==> src/rtl/mem_arbiter.sv <==
// Arbitrates one single-port memory between the CPU port (C) and an external loader/debug port (E).
// Latency: grant is combinational in the request cycle; read data returns one cycle after the grant.
// Backpressure: a requester holds req until its gnt; a C requester left waiting sees cpu_stall.
//
// Ports:
//   clk, rst                            clock (rising edge), synchronous active-high reset
//   c_req/c_we/c_addr/c_wdata           CPU access request, held until c_gnt
//   c_gnt, c_rvalid, c_rdata, cpu_stall CPU grant, read return and stall indication
//   e_req/e_we/e_lock/e_addr/e_wdata    external access request, e_lock asks for burst priority
//   e_gnt, e_rvalid, e_rdata            external grant and read return
//   mem_en/mem_we/mem_addr/mem_wdata    memory strobes, driven by the winning port
//   mem_rdata                           memory read data, valid one cycle after a read strobe
module mem_arbiter #(
   parameter int ADDR_W    = 5,
   parameter int DATA_W    = 8,
   parameter int MAX_BURST = 4
) (
   input  logic              clk,
   input  logic              rst,
   input  logic              c_req,
   input  logic              c_we,
   input  logic [ADDR_W-1:0] c_addr,
   input  logic [DATA_W-1:0] c_wdata,
   output logic              c_gnt,
   output logic              c_rvalid,
   output logic [DATA_W-1:0] c_rdata,
   output logic              cpu_stall,
   input  logic              e_req,
   input  logic              e_we,
   input  logic              e_lock,
   input  logic [ADDR_W-1:0] e_addr,
   input  logic [DATA_W-1:0] e_wdata,
   output logic              e_gnt,
   output logic              e_rvalid,
   output logic [DATA_W-1:0] e_rdata,
   output logic              mem_en,
   output logic              mem_we,
   output logic [ADDR_W-1:0] mem_addr,
   output logic [DATA_W-1:0] mem_wdata,
   input  logic [DATA_W-1:0] mem_rdata
);

   localparam int BW = $clog2(MAX_BURST + 1);
   localparam logic [BW-1:0] BCNT_MAX = BW'(MAX_BURST);

   // Read-return owner for the cycle after a read grant.
   localparam logic [1:0] RSEL_NONE = 2'd0;
   localparam logic [1:0] RSEL_C    = 2'd1;
   localparam logic [1:0] RSEL_E    = 2'd2;

   logic              last_e;   // 1 when E won the most recent grant
   logic [BW-1:0]     bcnt;     // consecutive locked E grants taken while C waited
   logic [1:0]        rsel;
   logic [DATA_W-1:0] c_hold;   // last data returned to each port, held between reads
   logic [DATA_W-1:0] e_hold;

   logic c_win;
   logic e_win;
   logic burst_spent;

   assign burst_spent = (bcnt >= BCNT_MAX);

   // Grant decision. Everything is forced idle while reset is asserted so the
   // memory never sees a strobe in the reset cycle.
   always_comb begin
      c_win = 1'b0;
      e_win = 1'b0;
      if (!rst) begin
         if (c_req && e_req) begin
            if (e_lock && last_e) begin
               // E holds the memory for a locked burst, but C is guaranteed
               // a slot once the burst budget is used up.
               if (burst_spent) c_win = 1'b1;
               else             e_win = 1'b1;
            end else if (last_e) begin
               c_win = 1'b1;
            end else begin
               e_win = 1'b1;
            end
         end else if (c_req) begin
            c_win = 1'b1;
         end else if (e_req) begin
            e_win = 1'b1;
         end
      end
   end

   assign c_gnt     = c_win;
   assign e_gnt     = e_win;
   assign cpu_stall = c_req & ~c_win & ~rst;

   // Memory strobes come from the winner and are zeroed when nobody wins, so
   // the memory bus is quiet rather than echoing a stale request.
   assign mem_en    = c_win | e_win;
   assign mem_we    = c_win ? c_we    : (e_win ? e_we    : 1'b0);
   assign mem_addr  = c_win ? c_addr  : (e_win ? e_addr  : '0);
   assign mem_wdata = c_win ? c_wdata : (e_win ? e_wdata : '0);

   // Read return: the owning port sees mem_rdata directly in its rvalid cycle
   // and the captured copy afterwards. Reset drops an in-flight return.
   assign c_rvalid = ~rst & (rsel == RSEL_C);
   assign e_rvalid = ~rst & (rsel == RSEL_E);
   assign c_rdata  = rst ? '0 : (c_rvalid ? mem_rdata : c_hold);
   assign e_rdata  = rst ? '0 : (e_rvalid ? mem_rdata : e_hold);

   always_ff @(posedge clk) begin
      if (rst) begin
         last_e <= 1'b1;          // first contested cycle after reset goes to C
         bcnt   <= '0;
         rsel   <= RSEL_NONE;
         c_hold <= '0;
         e_hold <= '0;
      end else begin
         if (c_win)      last_e <= 1'b0;
         else if (e_win) last_e <= 1'b1;

         // Burst counting only matters while C is actually waiting; a locked
         // E grant with C idle neither advances nor resets the budget.
         if (e_win && e_lock) begin
            if (c_req && !burst_spent) bcnt <= bcnt + BW'(1);
         end else begin
            bcnt <= '0;
         end

         if (c_win && !c_we)      rsel <= RSEL_C;
         else if (e_win && !e_we) rsel <= RSEL_E;
         else                     rsel <= RSEL_NONE;

         if (c_rvalid) c_hold <= mem_rdata;
         if (e_rvalid) e_hold <= mem_rdata;
      end
   end

endmodule
==> config.mk <==
export PLATFORM = sky130hd
export DESIGN_NAME = mem_arbiter
export DESIGN_NICKNAME = d
export VERILOG_FILES = /design/src/rtl/mem_arbiter.sv
export SDC_FILE = /design/constraint.sdc
export NUM_CORES = 1
export LEC_CHECK = 0
export ABC_AREA = 1
export CAP_MARGIN = 20
export CORE_MARGIN = 3
export CORE_UTILIZATION = 33
export CTS_CLUSTER_DIAMETER = 120
export DETAILED_ROUTE_END_ITERATION = 12
export PLACE_DENSITY = 0.76
export SLEW_MARGIN = 20
export SYNTH_ARGS = -nofsm -noshare
export SYNTH_HDL_FRONTEND = slang
export SYNTH_SLANG_ARGS = --single-unit
==> constraint.sdc <==
create_clock -name clk -period 1.1 [get_ports clk]
set_clock_uncertainty 0.05 [all_clocks]
set_input_delay 0.22 -clock clk [delete_from_list [all_inputs] [get_ports clk]]
set_output_delay 0.22 -clock clk [all_outputs]
set_load 0.01 [all_outputs]
==> results of run 1 <==
[layer usage]
metal	vias up	share of wire, %
li1	784	-
met1	730	38
met2	75	49
met3	8	11
met4	0	1.2
met5	-	0
[where the power goes]
part           leakage [nW]  total [mW]  switching, mW  internal (mW)
logic                  1.09       0.776          0.369          0.406
clock network        0.0288       0.566          0.248          0.318
registers             0.180       0.837         0.0143          0.822
total                  1.30        2.18          0.631           1.55
[state kept, by name, summed over array words and instances, names as in the netlist]
| signal | count |
|---|---|
| c_hold | 8 |
| rsel | 2 |
| e_hold | 8 |
| bcnt | 3 |
| last_e | 1 |
[cell usage in the layout, fill, tap and decap left out, types with 2 or more instances in the layout]
cell type / instances
a21oi_2: 4
nor2_2: 3
buf_4: 19
nand3_2: 21
clkdlybuf4s50_1: 36
buf_6: 33
nand2_4: 6
nand2_1: 22
inv_2: 8
buf_12: 2
buf_2: 23
o21ai_2: 12
o21ai_1: 2
nand2_8: 2
nand4_1: 14
dfxtp_2: 3
nor2_4: 4
nand3_4: 3
dfxtp_1: 18
inv_1: 14
a21oi_1: 3
clkbuf_8: 4
nand3_1: 3
nand2_2: 6
[repair_timing]
item	in CTS	in global routing
setup buffers	22	10
hold buffers	0	0
resized for setup	235	48
gates cloned	7	0
pin swaps	32	29
endpoints found under the setup margin	53	45
[path summary, 6_finish.rpt]
kind,start,endpoint,slack (ps),depth (start not counted)
setup reg to reg,bcnt[2],rsel[0],-100,8
setup / recovery,last_e,mem_addr[4],-510,6
hold / removal,rst,last_e,350,4
hold reg to reg,c_hold[3],c_hold[3],410,2
[layout make-up]
| cell class | count | area [um^2] | area share [%] |
|---|---|---|---|
| clock buffer | 4 | 55.1 | 2.06 |
| timing repair inverter | 1 | 7.51 | 0.280 |
| inverter | 25 | 109 | 4.06 |
| tap | 46 | 57.6 | 2.15 |
| multi-input combinational | 112 | 916 | 34.2 |
| sequential | 22 | 448 | 16.7 |
| timing repair buffer | 117 | 1090 | 40.5 |
[logic make-up after synthesis]
logic type	synth area share, %
buf+inv	16.3
compound gates	10.9
simple gates	35.1
flops	36.0
xor+xnor	0.716
fa+ha+maj	1.02
[stage by stage]
| step | hold slack (ps) | setup slack [ps] | cells | setup TNS, ps | utilization (%) |
|---|---|---|---|---|---|
| floorplan | 239 | -48.5 | 164 | -800 | - |
| global placement | 387 | -988 | 289 | -40390 | 59.3 |
| detailed placement | 388 | -1020 | 289 | -41170 | 59.3 |
| CTS | 337 | -483 | 322 | -15440 | 72.4 |
| global route | 355 | -544 | 327 | -18430 | 77.8 |
| finish | 355 | -512 | 327 | -15790 | 77.8 |
[critical path, cell delays in order, from the launching register on]
cell and delay (ps):
dfxtp_2 340, inv_1 60, a21oi_4 200, nand2_4 160, nand3_1 110, nand2_1 80
buf_6 130
==> impl_metrics.tcl, run 1 <==
set metrics [dict create \
    coreArea_um2 3440 \
    track_usage_pct 21.4 \
    drt_pass1_iterations 4 \
    layout.nets 324 \
    max_freq_mhz 620 \
    synth_edf_count 0 \
    synth_cell_types 23 \
    area.growth.synth_to_final_pct 119 \
    worstMarginPinSlew_ps 349 \
    totalPowerFinal_mw 2.18 \
    die_area_um2 4470 \
    power_density_nw_per_um2 813 \
    drc_errors 0 \
    synthArstFlopShare_pct 0 \
    critPathKind "register to output port" \
    synthCells 164 \
    rsz0062_at_grt "yes" \
    cap_viol_max_count 0 \
    die_w_um 66.9 \
    violations "negative setup slack" \
    insertion_delay_ps 260 \
    drtIter0Drc 55 \
    synth_seq_area_share_pct 36.0 \
    vias 1597 \
    cp.arrival_ps 1340 \
    fin_area_um2 2680 \
    cts_root_buffer "clkbuf_8" \
    status "finished with violations" \
    yosys.area.top_type "dfxtp_1" \
    grt_pass1_wl_mm 7.32 \
    worstSetupEndpointType "output port" \
    grt_max_degree 16 \
    drv_slew 0 \
    cts_tree "built" \
    syn_avg_cell_area_um2 7.46 \
    synth_area_leaders "dfxtp_1 36%, nand3_1 10%, nand2_1 9.5%" \
    synth_nets 206 \
    gr-usage-met1_pct 23.8 \
    netlist_area_um2 1220 \
    leakage_nw 1.30 \
    port_buffers 76 \
    use_met2_pct 38.2 \
    diodes 0 \
    synth_most_common_cell "nand2_1" \
    rows 21 \
    period_share_pct 147 \
    vias_per_cell 4.88 \
    worstPathMaxFanout 8 \
    nFillCells 231 \
    drive_gt1_share_pct 58.7 \
    grt_antenna_before_repair 0 \
    dpl.hpwl_mm 2.62 \
    grt_pass1_vias 1579 \
    post_drt_wl_per_cell_um 15.9 \
    critPathLaunchType "register" \
    synth_ff_type "dfxtp_1" \
    ctsHtreeMaxLevel 1 \
    io-pin-count 77 \
    finalHoldViolCount 0 \
    setup_slack_ps -512 \
    cts_inserted_buffers 3 \
    ant_nets 0 \
    synth_top_area_share_pct 36.0 \
    cp_data_required_time_ps 830 \
    placed_area_um2 2040 \
    gr-usage-met3_pct 7.59 \
    start_util_pct 35.6 \
    clkTransAtPathRegs_ps 80 \
    fp.dieH_um 66.9 \
    hp-class "primary input to register" \
    ys_ff_latch 22 \
    busiest_layer "met2" \
    wl_mm 5.20 \
    overflow 0 \
    clk_path_buf_depth 2 \
    slew_headroom_pct 76.7 \
    ys_warn_count 0 \
    synth_commonest_cells "31 x nand2_1, 25 x nand3_1, 22 x dfxtp_1, 22 x inv_1, 14 x nand4_1" \
    clock_sinks 22 \
    setup_viol 44 \
    ir_drop_mv 0.736 \
    fin_crit_ps 1610 \
    gp_congestion 0.690 \
]
Note: power is estimated with default switching activity, not from simulation.
==> run 2, diff against run 1 <==
--- a/config.mk
+++ b/config.mk
@@ -8,10 +8,10 @@
 export ABC_AREA = 1
 export CAP_MARGIN = 20
 export CORE_MARGIN = 3
-export CORE_UTILIZATION = 33
+export CORE_UTILIZATION = 36
 export CTS_CLUSTER_DIAMETER = 120
 export DETAILED_ROUTE_END_ITERATION = 12
-export PLACE_DENSITY = 0.76
+export PLACE_DENSITY = 0.79
 export SLEW_MARGIN = 20
 export SYNTH_ARGS = -nofsm -noshare
 export SYNTH_HDL_FRONTEND = slang
==> constraint.sdc (replaced) <==
create_clock -name clk -period 1.49 [get_ports clk]
set_clock_uncertainty 0.05 [all_clocks]
set_input_delay 0.298 -clock clk [delete_from_list [all_inputs] [get_ports clk]]
set_output_delay 0.298 -clock clk [all_outputs]
set_load 0.05 [all_outputs]
==> impl_metrics.tcl, run 2 (synthesis results as in run 1) <==
set metrics [dict create \
    status "finished with violations" \
    violations "negative setup slack" \
    die_area_um2 4130 \
    drive_gt1_share_pct 57.4 \
    setup_viol 36 \
    io-pin-count 77 \
    grt_pass1_wl_mm 8.83 \
    cts_inserted_buffers 3 \
    worstSetupEndpointType "output port" \
    drtIter0Drc 56 \
    hp-class "register to register" \
    finalHoldViolCount 0 \
    slew_headroom_pct 78.2 \
    totalPowerFinal_mw 1.90 \
    crit_path_top_delay_cell "dfxtp_2" \
    fin_crit_ps 1810 \
    fp.dieH_um 64.3 \
    critPathKind "register to output port" \
    cp.arrival_ps 1460 \
    track_usage_pct 27.7 \
    grt_pass1_vias 1771 \
    setup_slack_ps -319 \
    layout.nets 299 \
    leakage_nw 1.22 \
    cp_data_required_time_ps 1140 \
    start_util_pct 38.8 \
    path_cells "inv_4 > a21oi_4 > nand2_4 > nand3_2 > nand2_2 > buf_12" \
    gp_congestion 0.692 \
    reg_top3 "c_hold: 8 flops, e_hold: 8 flops, bcnt: 3 flops" \
    rows 20 \
    grt_max_degree 15 \
    insertion_delay_ps 320 \
    vias_per_cell 5.32 \
    max_stage_delay_ps 390 \
    coreArea_um2 3150 \
    dp_slack_ps -440 \
    whs_ps 454 \
    ant_nets 0 \
    max_freq_mhz 553 \
    worstMarginPinSlew_ps 326 \
    cts_tree "built" \
    critPathTopFamily "flip-flops" \
    diodes 0 \
    drv_slew 0 \
    critPathLaunchType "register" \
    cts_root_buffer "clkbuf_4" \
    cap_viol_max_count 0 \
    clock_sinks 22 \
    clkTransAtPathRegs_ps 130 \
    area.growth.synth_to_final_pct 135 \
    dpl.hpwl_mm 3.05 \
    post_drt_wl_per_cell_um 19.5 \
    vias 1595 \
    overflow 0 \
    worstPathMaxFanout 8 \
    power_density_nw_per_um2 661 \
    wl_mm 5.86 \
    use_met2_pct 52.3 \
    busiest_layer "met2" \
    port_buffers 76 \
    period_share_pct 121 \
    drc_errors 0 \
    clk_path_buf_depth 2 \
    ctsHtreeMaxLevel 1 \
    die_w_um 64.3 \
    path_buf_inv 2 \
    nFillCells 108 \
    rsz0062_at_grt "yes" \
    gr-usage-met1_pct 25.6 \
    final_cell_mix "36 x clkdlybuf4s50_1, 36 x buf_12, 21 x nand2_2" \
    grt_antenna_before_repair 0 \
    gr-usage-met3_pct 8.26 \
    ir_drop_mv 0.740 \
    drt_pass1_iterations 4 \
]
[run 2: layout make-up]
type,count,area [um^2],area share (%)
clock buffer,3,22.5,0.784
clock inverter,1,30.0,1.05
inverter,25,110,3.83
multi-input combinational,112,938,32.7
sequential,22,448,15.6
tap,44,55.1,1.92
timing repair buffer,93,1270,44.1
[run 2: worst reg2reg max path: stages (launching register included)]
cell     delay, ps
dfxtp_2        390
inv_4           60
buf_4          120
buf_4          130
nand2_1         90
nand2_1         70
nand2_1        100
inv_1           80
nor2_1         110
[run 2: timing repair]
item | CTS | global route
cloned | 4 | 0
endpoints found under the setup margin | 36 | 36
buffers inserted | 3 | 1
hold buffers | 0 | 0
pin swaps | 12 | 10
resized for setup | 87 | 16
[run 2: path summary, 6_finish.rpt]
check                  from           end  slack [ps]  cells past startpoint
hold / removal    c_hold[1]     c_hold[1]         450                      2
setup / recovery    bcnt[2]  mem_wdata[6]        -320                      6
hold reg to reg   c_hold[1]     c_hold[1]         450                      2
setup reg to reg    bcnt[2]       bcnt[1]         240                      8
[run 2: power by group]
group	leakage [nW]	switching [mW]	internal, mW
clock network	0.0279	0.193	0.272
logic	1.02	0.440	0.373
registers	0.180	0.0114	0.608
[run 2: through the flow]
stage / instance area (um^2) / cells / utilization [%] / TNS [ps]
4_1_cts: 2800 / 299 / 88.7 / -7110
2_1_floorplan: 1250 / 164 / - / -194
6_report: 2870 / 300 / 91.1 / -8760
3_3_place_gp: 2420 / 288 / 76.9 / -13720
3_5_place_dp: 2420 / 288 / 76.9 / -14800
5_1_grt: 2870 / 300 / 91.1 / -10770
[run 2: routing by layer]
layer / part of all wire, % / vias to the layer above / wire length, um
li1: - / 733 / -
met1: 34 / 750 / 2000
met2: 52 / 86 / 3030
met3: 8.6 / 26 / 504
met4: 5.5 / 0 / 323
met5: 0 / - / 0
==> RTL edit 1: new RTL, flow settings as in run 2 <==
Change the parameter `ADDR_W` from 5 to 6.
--- a/src/rtl/mem_arbiter.sv
+++ b/src/rtl/mem_arbiter.sv
@@ -11,7 +11,7 @@
 //   mem_en/mem_we/mem_addr/mem_wdata    memory strobes, driven by the winning port
 //   mem_rdata                           memory read data, valid one cycle after a read strobe
 module mem_arbiter #(
-   parameter int ADDR_W    = 5,
+   parameter int ADDR_W    = 6,
    parameter int DATA_W    = 8,
    parameter int MAX_BURST = 4
 ) (
Interface: changed (resized c_addr, e_addr and mem_addr); port bits go from 77 to 80. No check against the original RTL was run, so the function may have changed too.
==> RTL edit 1 against run 2 <==
The run now fails in clock tree synthesis (4_1_cts); synthesized area fell by 8.6%.
==> RTL edit 1: results (changes against run 2) <==
----------------------------------------------------
[CTS]
  Buffer depth of the longest clock path ... 2 (unchanged)
  Number of clock buffers inserted by TritonCTS ... 3 (unchanged)
  CTS H-tree depth ... 1 (unchanged)
  Total of cells resized after clock tree synthesis ... 92 (was 87)
  Clock Tree Root ... clkbuf_4 (unchanged)
  Postcts setup bufs ... 7 (was 3)

[Placed design]
  Quantity of I/O buffers inserted on ports ... 79 (was 76)
  DP Wirelength ... 3432 um (was 3048 um)
  RePlAce Congestion ... 0.7438 (was 0.6922)

[Synthesis]
  Top_reg_cell synth ... dfxtp_1 (unchanged)
  Number of register bits inferred by synthesis ... 22 (unchanged)
  Cell types with the largest area share after synthesis ... dfxtp_1 39%, nand2_1 19%, nand3_1 19% (was dfxtp_1 36%, nand3_1 10%, nand2_1 9.5%)
  Fraction of the yosys area taken by sequential cells ... 39.37% (was 35.99%)
  Distinct cell type count after synthesis ... 15 (was 23)
  Synthesis warning total ... 0 (unchanged)
  Most used standard cells in the synthesized netlist ... 58 x nand2_1, 42 x nand3_1, 22 x dfxtp_1 (was 31 x nand2_1, 25 x nand3_1, 22 x dfxtp_1, 22 x inv_1, 14 x nand4_1)
  Proportion of register bits with asynchronous set or reset after synthesis ... 0% (unchanged)
  Synthesized net count ... 214 (was 206)

[Run status]
  Err ... [ERROR DPL-0038] Utilization greater than 100%, impossible to legalize
  Run status ... aborted with a tool error (was finished with violations)
  Fail Step ... clock tree synthesis (4_1_cts)

----------------------------------------------------
## RTL edit 1: cell types whose count changed after synthesis, sizes merged
cell and change:
a21oi -7, nor3 -1, nor2 -1, clkbuf -3
clkinv +1, o21ai -7, buf +1, nand3 +18
nand2 +26, nand4 -14, inv -7
## RTL edit 1: cells by family after synthesis
group	Yosys count	share of synthesized area (%)
AND/OR/NAND/NOR	111	43.51
buffers and inverters	26	11.18
flip-flops	22	39.37
AO/OA/AOI/OAI	9	4.027
XOR/XNOR	1	0.7831
adder cells (fa/ha/maj)	1	1.118
## RTL edit 1: stage by stage
stage | TNS (ns) | area [um^2] | hold slack, ns | std cells | setup WS, ns
2_1_floorplan | -0.009085 | 1209 | 0.3204 | 170 | -0.009085
3_3_place_gp | -16.68 | 2492 | 0.4207 | 288 | -0.4782
3_5_place_dp | -17.75 | 2492 | 0.4441 | 288 | -0.4885
==> RTL edit 2: new RTL, flow settings as in run 2 <==
Made on the original files. Make the reset (`rst`) asynchronous in one clocked block. Comments in the files are not updated.
--- a/src/rtl/mem_arbiter.sv
+++ b/src/rtl/mem_arbiter.sv
@@ -103,7 +103,7 @@
    assign c_rdata  = rst ? '0 : (c_rvalid ? mem_rdata : c_hold);
    assign e_rdata  = rst ? '0 : (e_rvalid ? mem_rdata : e_hold);
 
-   always_ff @(posedge clk) begin
+   always_ff @(posedge clk or posedge rst) begin
       if (rst) begin
          last_e <= 1'b1;          // first contested cycle after reset goes to C
          bcnt   <= '0;
Formal check against the unedited RTL: same outputs for any inputs over 10 cycles, from zero or initial values and one cycle with rst high; that may be too few to reach the edited logic, so the function may still have changed.
==> RTL edit 2 against run 2 <==
The flow still finishes with violations (setup timing); die area is 16% higher; utilization is 3.5 points higher; sequential cell count is the same; synthesized area up 18%; design area rose by 24%; setup slack worse by 0.15 ns; wire length is 50% higher; critical path type unchanged.
Power is not compared: it rests on default switching activity, and its combinational part moved more than twofold at a synthesized area within 25%.
==> RTL edit 2: results (changes against run 2) <==
----------------------------------------------------
[Run status]
  Run status ... finished with violations (unchanged)
  Failing checks ... setup timing (unchanged)

[Synthesis]
  Cell types with the largest area share after synthesis ... dfrtp_1 36%, nand2_1 15%, nand3_1 14% (was dfxtp_1 36%, nand3_1 10%, nand2_1 9.5%)
  Proportion of register bits with asynchronous set or reset after synthesis ... 100.0% (was 0%)
  Post-synthesis compound-gate area fraction ... 0.3463% (was 10.94%)
  Xor/xnor share of the synthesized area ... 0.6061% (was 0.7157%)
  Post-synthesis share of cell area spent on full adders, half adders and majority gates ... 0.8658% (was 1.022%)
  Synthesized net count ... 257 (was 206)
  Fraction of the yosys area taken by sequential cells ... 38.18% (was 35.99%)
  Distinct cell type count after synthesis ... 20 (was 23)

[STA]
  Final count of negative-setup-slack endpoints ... 37 (was 36)
  Worst Slack Setup Final ... -0.4697 ns (was -0.3192 ns)

[Route]
  Number of violations reported at the end of detailed-routing iteration 0 ... 408 (was 56)
  Wire length after detailed routing ... 8775 um (was 5863 um)
  Routed via count divided by cell count ... 5.727 (was 5.317)

[Global routing]
  Global-route wire length before repair ... 8928 um (was 8832 um)
  Vias in the first global route ... 1979 (was 1771)
  Largest net degree at the start of global routing ... 17 (was 15)

[Final layout]
  Fillcell total ... 102 (was 108)
  Area of all placed cells without fillers ... 3567 um^2 (was 2872 um^2)
  Share of post-route cells with drive strength above 1 ... 61.01% (was 57.42%)
  Number of nets at the end of the flow ... 379 (was 299)

[CTS]
  CTS clock-pin slew for the worst setup and hold paths ... 0.08 ns (was 0.13 ns)
  Latest clock arrival within the worst-skew pair ... 0.28 ns (was 0.32 ns)
  Clock Tree Root ... clkbuf_8 (was clkbuf_4)

[Worst setup path]
  Worst setup path start ... last_e$_DFFE_PP1P_ (was bcnt[2]$_SDFFE_PP0P_)
  Worst-case reg-to-reg path depth ... 7 (was 8)

[Placed design]
  RePlAce Congestion ... 0.7445 (was 0.6922)
  DP Wirelength ... 3492 um (was 3048 um)

[Hold path]
  Worst min path class ... input port to async pin (was register to register)

----------------------------------------------------
==> RTL edit 2: cell count changes after synthesis, sizes merged <==
cell | run 2 | this run
inv | 25 | 50
nand3 | 26 | 41
dfxtp | 22 | 0
o21ai | 15 | 0
a21oi | 8 | 1
nor2 | 8 | 23
nand2 | 34 | 59
dfrtp | 0 | 21
nand4 | 14 | 8
buf | 6 | 8
nor3 | 1 | 0
clkbuf | 3 | 1
dfstp | 0 | 1
==> RTL edit 2: cell type report <==
type	count	area share, %
clock buffer	4	1.263
sequential	22	15.50
tap	48	1.684
timing repair buffer	124	39.74
inverter	50	5.682
multi-input combinational	136	36.13
==> RTL edit 2: path summary, 6_finish.rpt <==
check | end | slack, ns
min in group clk | bcnt[2]$_DFFE_PP0P_ | 0.48
max in group asynchronous | rsel[1]$_DFF_PP0_ | 1.08
max reg2reg | e_hold[0]$_DFF_PP0_ | -0.02
min reg2reg | bcnt[2]$_DFFE_PP0P_ | 0.54
min | bcnt[2]$_DFFE_PP0P_ | 0.07
max | mem_wdata[4] | -0.47
==> RTL edit 2: repair_timing <==
action,CTS,global route
endpoints found under the setup margin,36,35
gates resized for setup,61,60
setup buffers,4,13
pin swaps,10,25
gates cloned,2,1
==> RTL edit 2: kinds of logic after synthesis <==
logic type / Yosys count
flip-flops: 22
AND/OR/NAND/NOR: 131
buffers and inverters: 59
XOR/XNOR: 1
AO/OA/AOI/OAI: 1
adder cells (fa/ha/maj): 1
==> RTL edit 2: routing by layer <==
layer	global-route usage [%]	part of all wire, %
met4	12.80	6.8
met3	5.217	9.4
met1	24.82	34
met5	0	0
met2	41.00	50
==> RTL edit 2: through the flow <==
stage | instances | setup TNS (ns) | power (mW) | worst slack [ns]
after global placement | 360 | -9.185 | 2.152 | -0.4427
final | 384 | -13.16 | 3.008 | -0.4697
after CTS | 370 | -9.420 | 2.677 | -0.3181
after detailed placement | 360 | -9.957 | 2.182 | -0.4666
after global routing | 384 | -14.36 | 3.086 | -0.4951
after floorplan | 215 | -1.009 | 1.589 | -0.09864
==> RTL edit 2: power by group <==
| part | switching [mW] | internal [mW] |
|---|---|---|
| Clock | 0.211 | 0.192 |
| Sequential | 0.0551 | 0.699 |
| Combinational | 1.04 | 0.808 |
==> RTL edit 2: critical path: cells and delay by family, from the launching register on <==
family	cells	cell delay, ns
flops	1	0.64
simple gates	4	0.53
buf+inv	1	0.16
